`src/rtl/func_call_engine.sv`:
```
// Shared function-evaluation engine: round-robin admission of per-channel calls,
// two-stage evaluation pipeline and a FWFT result FIFO tagged with the caller.
module func_call_engine #(
  parameter int WIDTH = 8,
  parameter int NCH   = 4,
  parameter int DEPTH = 4,
  localparam int CHW  = $clog2(NCH)
) (
  input  logic                 clk,
  input  logic                 reset_n,
  input  logic [NCH-1:0]       req_valid,
  output logic [NCH-1:0]       req_ready,
  input  logic [NCH*WIDTH-1:0] req_arg,
  input  logic [NCH*2-1:0]     req_op,
  output logic                 rsp_valid,
  input  logic                 rsp_ready,
  output logic [WIDTH-1:0]     rsp_data,
  output logic [CHW-1:0]       rsp_ch
);

  localparam int AW = $clog2(DEPTH);
  localparam int CW = AW + 1;

  logic [WIDTH-1:0] arg_w [NCH];
  logic [1:0]       op_w  [NCH];

  generate
    for (genvar gi = 0; gi < NCH; gi++) begin : g_unpack
      assign arg_w[gi] = req_arg[gi*WIDTH +: WIDTH];
      assign op_w[gi]  = req_op[gi*2 +: 2];
    end
  endgenerate

  logic [CHW-1:0]   ptr_reg, ptr_next, gnt;
  logic             found, credit_ok, accept;
  logic [CW:0]      occupancy;
  logic             s1_valid_reg, s2_valid_reg;
  logic [WIDTH-1:0] s1_arg_reg, s2_data_reg, result_next;
  logic [1:0]       s1_op_reg;
  logic [CHW-1:0]   s1_ch_reg, s2_ch_reg;
  logic [AW-1:0]    wr_ptr_reg, rd_ptr_reg;
  logic [CW-1:0]    count_reg;
  logic             push, pop;
  logic [CHW+WIDTH-1:0] mem [DEPTH];

  // Occupancy counts everything admitted but not yet popped, so a push can never overflow.
  assign occupancy = (CW+1)'(count_reg) + (CW+1)'(s1_valid_reg) + (CW+1)'(s2_valid_reg);
  assign credit_ok = occupancy < (CW+1)'(DEPTH);

  always_comb begin
    found = 1'b0;
    gnt   = ptr_reg;
    for (int k = 0; k < NCH; k++) begin
      int idx;
      idx = int'(ptr_reg) + k;
      if (idx >= NCH) idx = idx - NCH;
      if (!found && req_valid[idx]) begin
        found = 1'b1;
        gnt   = CHW'(idx);
      end
    end
  end

  assign accept    = found && credit_ok && reset_n;
  assign req_ready = accept ? (NCH'(1) << gnt) : '0;
  assign ptr_next  = (gnt == CHW'(NCH-1)) ? '0 : gnt + 1'b1;

  always_comb begin
    result_next = s1_arg_reg;
    case (s1_op_reg)
      2'b00: result_next = s1_arg_reg;
      2'b01: result_next = ~s1_arg_reg;
      2'b10: result_next = s1_arg_reg + 1'b1;
      2'b11: result_next = {{(WIDTH-1){1'b0}}, ^s1_arg_reg};
    endcase
  end

  assign push      = s2_valid_reg;
  assign rsp_valid = (count_reg != '0);
  assign pop       = rsp_valid && rsp_ready;

  always_ff @(posedge clk or negedge reset_n) begin
    if (!reset_n) begin
      ptr_reg      <= '0;
      s1_valid_reg <= 1'b0;
      s1_arg_reg   <= '0;
      s1_op_reg    <= '0;
      s1_ch_reg    <= '0;
      s2_valid_reg <= 1'b0;
      s2_data_reg  <= '0;
      s2_ch_reg    <= '0;
      wr_ptr_reg   <= '0;
      rd_ptr_reg   <= '0;
      count_reg    <= '0;
    end else begin
      if (accept) ptr_reg <= ptr_next;
      s1_valid_reg <= accept;
      s1_arg_reg   <= arg_w[gnt];
      s1_op_reg    <= op_w[gnt];
      s1_ch_reg    <= gnt;
      s2_valid_reg <= s1_valid_reg;
      s2_data_reg  <= result_next;
      s2_ch_reg    <= s1_ch_reg;
      if (push) wr_ptr_reg <= wr_ptr_reg + 1'b1;
      if (pop)  rd_ptr_reg <= rd_ptr_reg + 1'b1;
      case ({push, pop})
        2'b10:   count_reg <= count_reg + 1'b1;
        2'b01:   count_reg <= count_reg - 1'b1;
        default: count_reg <= count_reg;
      endcase
    end
  end

  // Storage is left unreset; the head is masked while the FIFO is empty.
  always_ff @(posedge clk) begin
    if (push) mem[wr_ptr_reg] <= {s2_ch_reg, s2_data_reg};
  end

  assign rsp_data = rsp_valid ? mem[rd_ptr_reg][WIDTH-1:0] : '0;
  assign rsp_ch   = rsp_valid ? mem[rd_ptr_reg][CHW+WIDTH-1:WIDTH] : '0;

endmodule

```
`config.mk`:
```
export PLATFORM = sky130hd
export DESIGN_NAME = func_call_engine
export DESIGN_NICKNAME = d
export VERILOG_FILES = /design/src/rtl/func_call_engine.sv
export SDC_FILE = /design/constraint.sdc
export NUM_CORES = 1
export LEC_CHECK = 0
export BUFFER_PORTS_ARGS = -buffer_cell sky130_fd_sc_hd__buf_2
export CELL_PAD_IN_SITES_DETAIL_PLACEMENT = 2
export CELL_PAD_IN_SITES_GLOBAL_PLACEMENT = 2
export CORE_MARGIN = 8
export CORE_UTILIZATION = 35
export CTS_BUF_LIST = sky130_fd_sc_hd__clkbuf_8
export DETAILED_ROUTE_END_ITERATION = 12
export PLACE_DENSITY = 0.86
export REMOVE_ABC_BUFFERS = 1
export SLEW_MARGIN = 0
export SYNTH_ARGS = -nofsm -noshare
export SYNTH_HDL_FRONTEND = slang
export SYNTH_SLANG_ARGS = --single-unit
```
`constraint.sdc`:
```
create_clock -name clk -period 1.7 [get_ports clk]
set_input_delay 0.085 -clock clk [delete_from_list [all_inputs] [get_ports clk]]
set_output_delay 0.085 -clock clk [all_outputs]
set_load 0.02 [all_outputs]
```
==> results of run 1 <==
worst max-delay path, stage by stage, from the launching register on:
cell	delay, ns
dfrtp_1	0.42
buf_4	0.15
or3_4	0.38
and2_4	0.16
ha_4	0.16
inv_2	0.05
fa_2	0.21
xor2_2	0.17
nor2_2	0.07
xor2_1	0.14
cells in the mapped netlist, types with 2 or more instances:
library cell  instances
edfxtp_1             40
nand2_1              36
dfrtp_1              33
and2_1               19
a21oi_1              17
ha_1                 13
xnor2_1              11
a32oi_1              10
mux4_2               10
inv_1                 8
nor2_1                7
o22ai_1               7
clkbuf_1              6
xor2_1                6
nand3_1               4
buf_2                 3
nand2b_1              3
nor2b_1               3
nor3b_1               3
o21ai_0               3
buf_6                 2
mux2i_1               2
or3_1                 2
cell type report:
| cell class | count | area (um^2) | share of cell area (%) |
|---|---|---|---|
| timing repair buffer | 120 | 935 | 19.3 |
| multi-input combinational | 165 | 1440 | 29.7 |
| inverter | 9 | 33.8 | 0.697 |
| tap | 133 | 166 | 3.43 |
| sequential | 73 | 2030 | 41.9 |
| clock buffer | 9 | 124 | 2.56 |
| clock inverter | 7 | 120 | 2.48 |
worst max path at each step:
stage / end / from / cells past startpoint / slack, ns
final: count_reg[2] / count_reg[0] / 9 / -0.31
after global routing: req_ready[0] / push / 7 / -0.38
after CTS: req_ready[2] / push / 7 / -0.29
after detailed placement: count_reg[2] / count_reg[0] / 8 / -0.20
after global placement: count_reg[2] / count_reg[0] / 8 / -0.10
after floorplan: count_reg[1] / count_reg[0] / 6 / -0.35
report_power, final:
part	total, uW	internal, uW	leakage [uW]	switching [uW]
Sequential	3090	2570	0.000757	515
Combinational	4860	2520	0.00112	2340
Clock	1680	977	0.000125	702
per-stage QoR:
stage               power, uW  util (%)
floorplan                5290         -
global placement         6460      42.0
detailed placement       6810      42.0
CTS                      9060      48.6
global route            10200      50.5
finish                   9630      50.5
cell families (layout without fill, tap and decap cells):
family	Yosys count	count (layout)	share of synthesized area, %
simple gates	80	80	12.3
xor+xnor	17	17	4.37
buf+inv	21	145	2.87
fa+ha+maj	14	14	5.37
mux	14	14	7.87
compound gates	40	40	7.65
flops	73	73	59.6
routing by layer:
layer | vias up | wire [um] | track usage [%]
li1 | 1164 | - | -
met1 | 1305 | 4100 | 17.9
met2 | 65 | 5890 | 30.0
met3 | 20 | 441 | 4.32
met4 | 0 | 206 | 7.19
met5 | - | 0 | 0
what timing repair did:
action	CTS	global route
endpoints found under the setup margin	21	30
pin swaps	15	17
hold buffers	19	0
endpoints found under the hold margin	43	0
gates resized for setup	40	38
gates cloned	1	0
buffers inserted	9	6
==> metrics.yaml, run 1 <==
skew_ns: 0.0131
grt_pass1_wl_um: 16500
setup_violations: 22
yosys.area.top_type: "edfxtp_1"
drtIter0Drc: 78
peakVddDrop_uv: 545
nNetsFinal: 439
num_vias: 2554
hpwl_um: 6650
synth-main-ff-cell: "edfxtp_1"
drive_above_1_share_pct: 44.6
pin_count: 62
layout_commonest_cell: "buf_2"
leakage_uw: 0.00200
r2r_slack_ns: -0.31
place_ws_ns: -0.202
grt.overflow.total: 0
finalCritPeriodShare_pct: 119
syn_to_final_growth_pct: 42.4
row_count: 36
clk_path_buf_depth: 2
finalNonFillerCells: 516
rsz0062_at_grt: "true"
cap_viol_max_count: 0
async_flop_share_pct: 45.2
end_kind: "register"
grt_max_degree: 34
hold_ws_ns: 0.0128
numClockSinks: 73
port-buffer-count: 61
n_antenna_cell: 0
cts_max_level: 3
routed_via_density: 4.95
cts_buffers: 9
yosys_register_bits: 73
routabilityCongestion: 0.698
relSlewSlack_pct: 62.0
fin_area_mm2: 0.00485
worstMarginPinSlew_ns: 0.570
crit_path_start_kind: "register"
final_cell_mix: "buf_2 (46), edfxtp_1 (40), buf_4 (38)"
synth_cell_types: 34
syn_area_per_cell_um2: 13.1
fmax_mhz: 496
clock_latency_ns: 0.36
n_fill_cell: 935
wl_per_cell_um: 20.6
violations: "setup timing"
ys_seq_area_share_pct: 59.6
min_period_ns: 2.01
path_class: "reg -> reg"
dpl.cell_count: 468
wl_um: 10600
cp_max_fo: 2
power_density_mw_per_mm2: 1990
synth_edf_count: 40
r2r-start: "count_reg[0]"
r2r_cells: 9
cts_tree: "yes"
yosysWarnings: 0
min_from: "req_op[4]"
antenna_found_initial: 0
die_area_mm2: 0.0131
grt.total_usage_pct: 16.6
grt_pass1_vias: 3073
slew_viol_final: 0
syn-cell-area_mm2: 0.00340
tns_ns: -3.31
run_status: "finished with violations"
first_pass_iters: 6
drc: 0
clk_pin_slew_ns: 0.09
fin_ws_ns: -0.315
hold_violations: 0
min_path_cells: 3
die_h_um: 115
synth_top_cell_area_share_pct: 35.3
hold_path_class: "in -> reg"
required_ns: 1.96
cp.arrival_ns: 2.27
min_to: "s1_op_reg[0]"
place_area_mm2: 0.00403
cts_root_buffer: "clkbuf_8"
largest_register_ffs: 40
die_width_um: 115
core_mm2: 0.00959
synth_area_leaders: "edfxtp_1 (35%), dfrtp_1 (24%), mux4_2 (6.6%), ha_1 (4.8%), nand2_1 (4.0%)"
start_util_pct: 35.5
ant_nets: 0
r2r_end: "count_reg[2]"
syn_inst: 259
(Power assumes the default switching activity.)
==> inputs of run 2 (changes only) <==
--- a/config.mk
+++ b/config.mk
@@ -5,14 +5,14 @@
 export SDC_FILE = /design/constraint.sdc
 export NUM_CORES = 1
 export LEC_CHECK = 0
-export BUFFER_PORTS_ARGS = -buffer_cell sky130_fd_sc_hd__buf_2
+export BUFFER_PORTS_ARGS = -buffer_cell sky130_fd_sc_hd__buf_4
 export CELL_PAD_IN_SITES_DETAIL_PLACEMENT = 2
 export CELL_PAD_IN_SITES_GLOBAL_PLACEMENT = 2
 export CORE_MARGIN = 8
 export CORE_UTILIZATION = 35
 export CTS_BUF_LIST = sky130_fd_sc_hd__clkbuf_8
 export DETAILED_ROUTE_END_ITERATION = 12
-export PLACE_DENSITY = 0.86
+export PLACE_DENSITY_LB_ADDON = 0.3
 export REMOVE_ABC_BUFFERS = 1
 export SLEW_MARGIN = 0
 export SYNTH_ARGS = -nofsm -noshare
==> metrics.yaml, run 2 (synthesis results as in run 1) <==
run_status: "finished with violations"
violations: "setup timing"
drive_above_1_share_pct: 45.6
r2r_cells: 9
port-buffer-count: 61
place_area_mm2: 0.00418
pwr-share-comb_pct: 52.0
clock_latency_ns: 0.35
nNetsFinal: 429
gr-usage-met3_pct: 5.43
relSlewSlack_pct: 66.0
wl_per_cell_um: 18.7
grt.overflow.total: 0
setup_violations: 18
layout_commonest_cell: "buf_4"
power_density_mw_per_mm2: 1880
tns_ns: -2.92
numClockSinks: 73
final_cell_mix: "buf_4 (73), edfxtp_1 (40), nand2_1 (33)"
cts_tree: "yes"
finalCritPeriodShare_pct: 121
row_count: 36
cts_buffers: 9
path_class: "reg -> out"
largest_register_ffs: 40
crit_path_start: "ptr_reg[0]"
r2r_slack_ns: -0.25
min_period_ns: 2.06
r2r_end: "count_reg[2]"
power_frac_clock_pct: 15.1
antenna_found_initial: 0
fin_area_mm2: 0.00490
end_kind: "primary output"
worstMarginPinSlew_ns: 0.510
cap_viol_max_count: 0
skew_ns: 0.0144
ant_nets: 0
peakVddDrop_uv: 674
routabilityCongestion: 0.675
grt_pass1_vias: 2860
drc: 0
intPower_uw: 5870
swShare_pct: 36.3
fin_util_pct: 51.0
cts_max_level: 3
routed_via_density: 4.77
cts_root_buffer: "clkbuf_8"
grt_max_degree: 34
start_util_pct: 35.5
hold_violations: 0
num_vias: 2416
power.switching_uw: 3340
core_mm2: 0.00959
fmax_mhz: 485
syn_to_final_growth_pct: 43.9
rsz0062_at_grt: "true"
die_width_um: 115
clk_path_buf_depth: 2
die_area_mm2: 0.0131
cp.arrival_ns: 1.98
endpoint: "req_ready[2]"
hpwl_um: 6400
n_antenna_cell: 0
clk_pin_slew_ns: 0.08
busiest_layer: "met2"
grt_pass1_wl_um: 14600
slew_viol_final: 0
n_fill_cell: 921
drtIter0Drc: 66
met2_usage_pct: 26.0
place_ws_ns: -0.187
pin_count: 62
die_h_um: 115
grt.total_usage_pct: 14.5
first_pass_iters: 4
fin_ws_ns: -0.363
use_met1_pct: 15.8
hold_path_class: "in -> reg"
crit_path_start_kind: "register"
r2r-start: "count_reg[0]"
pwr-share-seq_pct: 32.9
leakage_uw: 0.00200
wl_um: 9440
required_ns: 1.62
cp_max_fo: 4
==> run 2: cell types whose count changed in the layout (fill, tap and decap cells not counted), sizes merged <==
cell | before | now
buf | 101 | 95
bufinv | 3 | 1
clkbuf | 9 | 13
clkinv | 3 | 1
clkinvlp | 0 | 3
dlygate4sd3 | 19 | 11
inv | 10 | 11
==> run 2: worst min-delay path by stage <==
stage,to,slack (ns),cells past startpoint,startpoint
after floorplan,count_reg[0],-0.21,0,reset_n
after global placement,s1_valid_reg,0.15,2,reset_n
after detailed placement,ptr_reg[0],0.16,2,reset_n
after CTS,s1_arg_reg[2],0.009,3,req_arg[26]
after global routing,s1_arg_reg[2],0.01,3,req_arg[26]
final,s1_arg_reg[4],0.02,3,req_arg[20]
==> run 2: worst max-delay path: stages, from the launching register on <==
cell	delay, ns
dfrtp_1	0.42
nor2b_2	0.08
o21a_1	0.22
nor3_4	0.30
inv_2	0.12
ha_1	0.22
and2_4	0.16
buf_6	0.12
==> run 2: through the flow <==
stage / cells / power (uW) / hold WS [ns]
6_report: 506 / 9210 / 0.0159
5_1_grt: 506 / 9840 / 0.0129
4_1_cts: 500 / 8960 / 0.00924
3_5_place_dp: 467 / 6840 / 0.164
3_3_place_gp: 467 / 6620 / 0.150
2_1_floorplan: 247 / 5290 / -0.211
==> run 2: metal layers <==
layer,wire (um),vias to the layer above
met5,0,-
met4,65,0
met3,531,5
met2,4970,61
met1,3880,1201
li1,-,1149
==> run 2: timing repair <==
item | 4_1_cts | 5_1_grt
hold endpoints to repair | 43 | 0
endpoints found under the setup margin | 22 | 30
gates resized for setup | 54 | 15
buffers inserted | 5 | 4
hold buffers | 11 | 0
gates cloned | 1 | 3
pin swaps | 22 | 10
==> run 2: final cells by class <==
class	count	area, um^2	area share [%]
clock buffer	9	124	2.53
clock inverter	7	78.8	1.61
inverter	9	33.8	0.690
multi-input combinational	165	1430	29.2
sequential	73	2030	41.4
tap	133	166	3.40
timing repair buffer	110	1040	21.2
==> run 2: power groups by stage <==
stage	clock, uW	combinational (uW)	sequential [uW]
detailed placement	0	3760	3080
finish	1390	4790	3030
floorplan	0	2240	3050
global route	1500	5220	3120
CTS	1430	4480	3060
global placement	0	3610	3010
==> inputs of run 3 (changes only) <==
--- a/config.mk
+++ b/config.mk
@@ -5,15 +5,15 @@
 export SDC_FILE = /design/constraint.sdc
 export NUM_CORES = 1
 export LEC_CHECK = 0
+export ABC_AREA = 1
 export BUFFER_PORTS_ARGS = -buffer_cell sky130_fd_sc_hd__buf_4
 export CELL_PAD_IN_SITES_DETAIL_PLACEMENT = 2
 export CELL_PAD_IN_SITES_GLOBAL_PLACEMENT = 2
 export CORE_MARGIN = 8
-export CORE_UTILIZATION = 35
+export CORE_UTILIZATION = 32
 export CTS_BUF_LIST = sky130_fd_sc_hd__clkbuf_8
 export DETAILED_ROUTE_END_ITERATION = 12
 export PLACE_DENSITY_LB_ADDON = 0.3
-export REMOVE_ABC_BUFFERS = 1
 export SLEW_MARGIN = 0
 export SYNTH_ARGS = -nofsm -noshare
 export SYNTH_HDL_FRONTEND = slang
==> metrics.yaml, run 3 <==
skew_ns: 0.0236
routabilityCongestion: 0.822
num_vias: 3466
wl_um: 14000
peakVddDrop_uv: 1280
critPathTopFamily: "simple AND/OR/NAND/NOR gates"
syn-cell-area_mm2: 0.00382
dpl.cell_count: 668
cts_max_level: 3
required_ns: 1.62
layout_commonest_cell: "buf_4"
clock_latency_ns: 0.36
crit_chain: "buf_6 -> nand2_4 -> nand2_2 -> nand2_4 -> nand2_8 -> nor2_8 -> nand3_4 -> nand2_4 -> nand2_2 -> nand2_2 -> nand2_4 -> ha_4 -> inv_4 -> nor2_4 -> buf_6"
drive_above_1_share_pct: 43.5
hold_path_class: "in -> reg"
critPathBufInv: 3
cts_tree: "yes"
grt_pass1_vias: 3834
worstMarginPinSlew_ns: 0.514
grt_max_degree: 34
grt_pass1_wl_um: 19600
pin_count: 62
largest_register_ffs: 40
synth_area_leaders: "edfxtp_1 (31%), dfrtp_1 (22%), nand2_1 (13%), nor2_1 (5.3%), nand3_1 (4.5%)"
fin_area_mm2: 0.00564
synth_cell_types: 35
die_h_um: 125
path_common_cell: "nand2_4"
min_period_ns: 2.48
n_antenna_cell: 0
port-buffer-count: 61
path_class: "reg -> out"
wl_per_cell_um: 19.8
yosys_register_bits: 73
clk_path_buf_depth: 2
finalCritPeriodShare_pct: 146
max_stage_delay_ns: 0.51
place_area_mm2: 0.00476
routed_via_density: 4.90
syn_area_per_cell_um2: 8.76
hpwl_um: 8520
async_flop_share_pct: 45.2
final_cell_mix: "buf_4 (102), nand2_1 (99), edfxtp_1 (40)"
fin_util_pct: 47.7
yosys-top-cells-count: "nand2_1 (132), nor2_1 (54), edfxtp_1 (40)"
cp.arrival_ns: 2.40
run_status: "finished with violations"
clk_pin_slew_ns: 0.10
drtIter0Drc: 80
cap_viol_max_count: 0
ant_nets: 0
nNetsFinal: 617
post-synth-top-count-cell: "nand2_1"
end_kind: "primary output"
syn_inst: 436
die_width_um: 125
fin_ws_ns: -0.784
drc: 0
cts_root_buffer: "clkbuf_8"
crit_path_start_kind: "register"
syn_nets: 497
synth-main-ff-cell: "edfxtp_1"
finalPower_uw: 13600
numClockSinks: 73
ys_seq_area_share_pct: 53.0
finalNonFillerCells: 708
cts_buffers: 9
fmax_mhz: 403
rsz0062_at_grt: "true"
power_density_mw_per_mm2: 2410
hold_violations: 0
slowest_stage: "dfrtp_2"
slew_viol_final: 0
leakage_uw: 0.00258
cp_max_fo: 6
syn_to_final_growth_pct: 47.5
setup_violations: 20
n_fill_cell: 1267
antenna_found_initial: 0
row_count: 40
first_pass_iters: 4
violations: "setup timing"
yosys.area.top_type: "edfxtp_1"
tns_ns: -9.29
grt.total_usage_pct: 15.5
relSlewSlack_pct: 65.7
yosysWarnings: 0
synth_edf_count: 40
start_util_pct: 32.4
synth_top_cell_area_share_pct: 31.4
die_area_mm2: 0.0157
grt.overflow.total: 0
core_mm2: 0.0118
-- run 3: cell types whose count changed in the layout (fill, tap and decap cells not counted), sizes merged, moves of 10 or more --
cell	previous run	this run
and2	19	0
nor2	7	55
nand2	36	138
buf	95	123
inv	11	38
o21ai	3	36
nand3	4	35
a32oi	10	0
dlygate4sd3	11	1
mux4	10	0
-- run 3: final timing paths --
| check | depth (start not counted) | end | slack (ns) | startpoint |
|---|---|---|---|---|
| worst max-delay path | 15 | req_ready[3] | -0.78 | ptr_reg[0] |
| worst min-delay path | 5 | s1_op_reg[0] | 0.02 | req_op[0] |
| worst max register to register | 15 | s1_arg_reg[5] | -0.54 | ptr_reg[0] |
| worst min register to register | 0 | push | 0.39 | s1_valid_reg |
| max in group asynchronous | 3 | rd_ptr_reg[0] | 1.01 | reset_n |
| min in group asynchronous | 3 | s1_op_reg[1] | 0.34 | reset_n |
-- run 3: where the power goes --
| part | internal [uW] | switching, uW |
|---|---|---|
| Combinational | 3850 | 5290 |
| Clock | 555 | 748 |
| Sequential | 2630 | 508 |
| Total | 7040 | 6540 |
-- run 3: logic make-up (layout without fill, tap and decap cells) --
kind of cell / Yosys count / count (layout) / synth area share [%]
xor+xnor: 8 / 8 / 1.83
mux: 2 / 2 / 0.557
flops: 73 / 73 / 53.0
buf+inv: 53 / 178 / 6.45
simple gates: 234 / 234 / 26.1
compound gates: 52 / 52 / 7.24
fa+ha+maj: 14 / 14 / 4.78
-- run 3: metal layers --
| metal | wire length [um] | up-vias | global-route usage, % |
|---|---|---|---|
| li1 | - | 1658 | - |
| met1 | 5510 | 1712 | 17.4 |
| met2 | 7780 | 76 | 28.5 |
| met3 | 438 | 20 | 3.48 |
| met4 | 278 | 0 | 4.37 |
| met5 | 0 | - | 0 |
-- run 3: metrics by stage --
stage                     hold WS (ns)  setup slack (ns)
after floorplan                 -0.211            -0.178
after global placement           0.190            -0.322
after detailed placement         0.195            -0.442
after CTS                       0.0143            -0.671
after global routing            0.0432            -0.893
final                           0.0217            -0.784
-- run 3: tightest hold or removal path: cells and delay by family --
kind,cells,cell delay [ns]
buffers and inverters,1,0.08
and+or+nand+nor,4,0.18
-- run 3: layout make-up --
type	count	area, um^2	share of cell area (%)
clock buffer	9	124	2.20
clock inverter	7	61.3	1.09
inverter	35	161	2.86
multi-input combinational	310	1980	35.1
sequential	73	2030	36.0
tap	147	184	3.26
timing repair buffer	126	1090	19.4
timing repair inverter	1	6.26	0.111
-- run 3: what timing repair did --
item                                   CTS  global route
endpoints found under the hold margin   33             0
setup endpoints to repair               32            34
hold buffers                             1             0
setup buffers                            9            15
gates cloned                             1             3
pin swaps                               15            41
resized for setup                       50           101
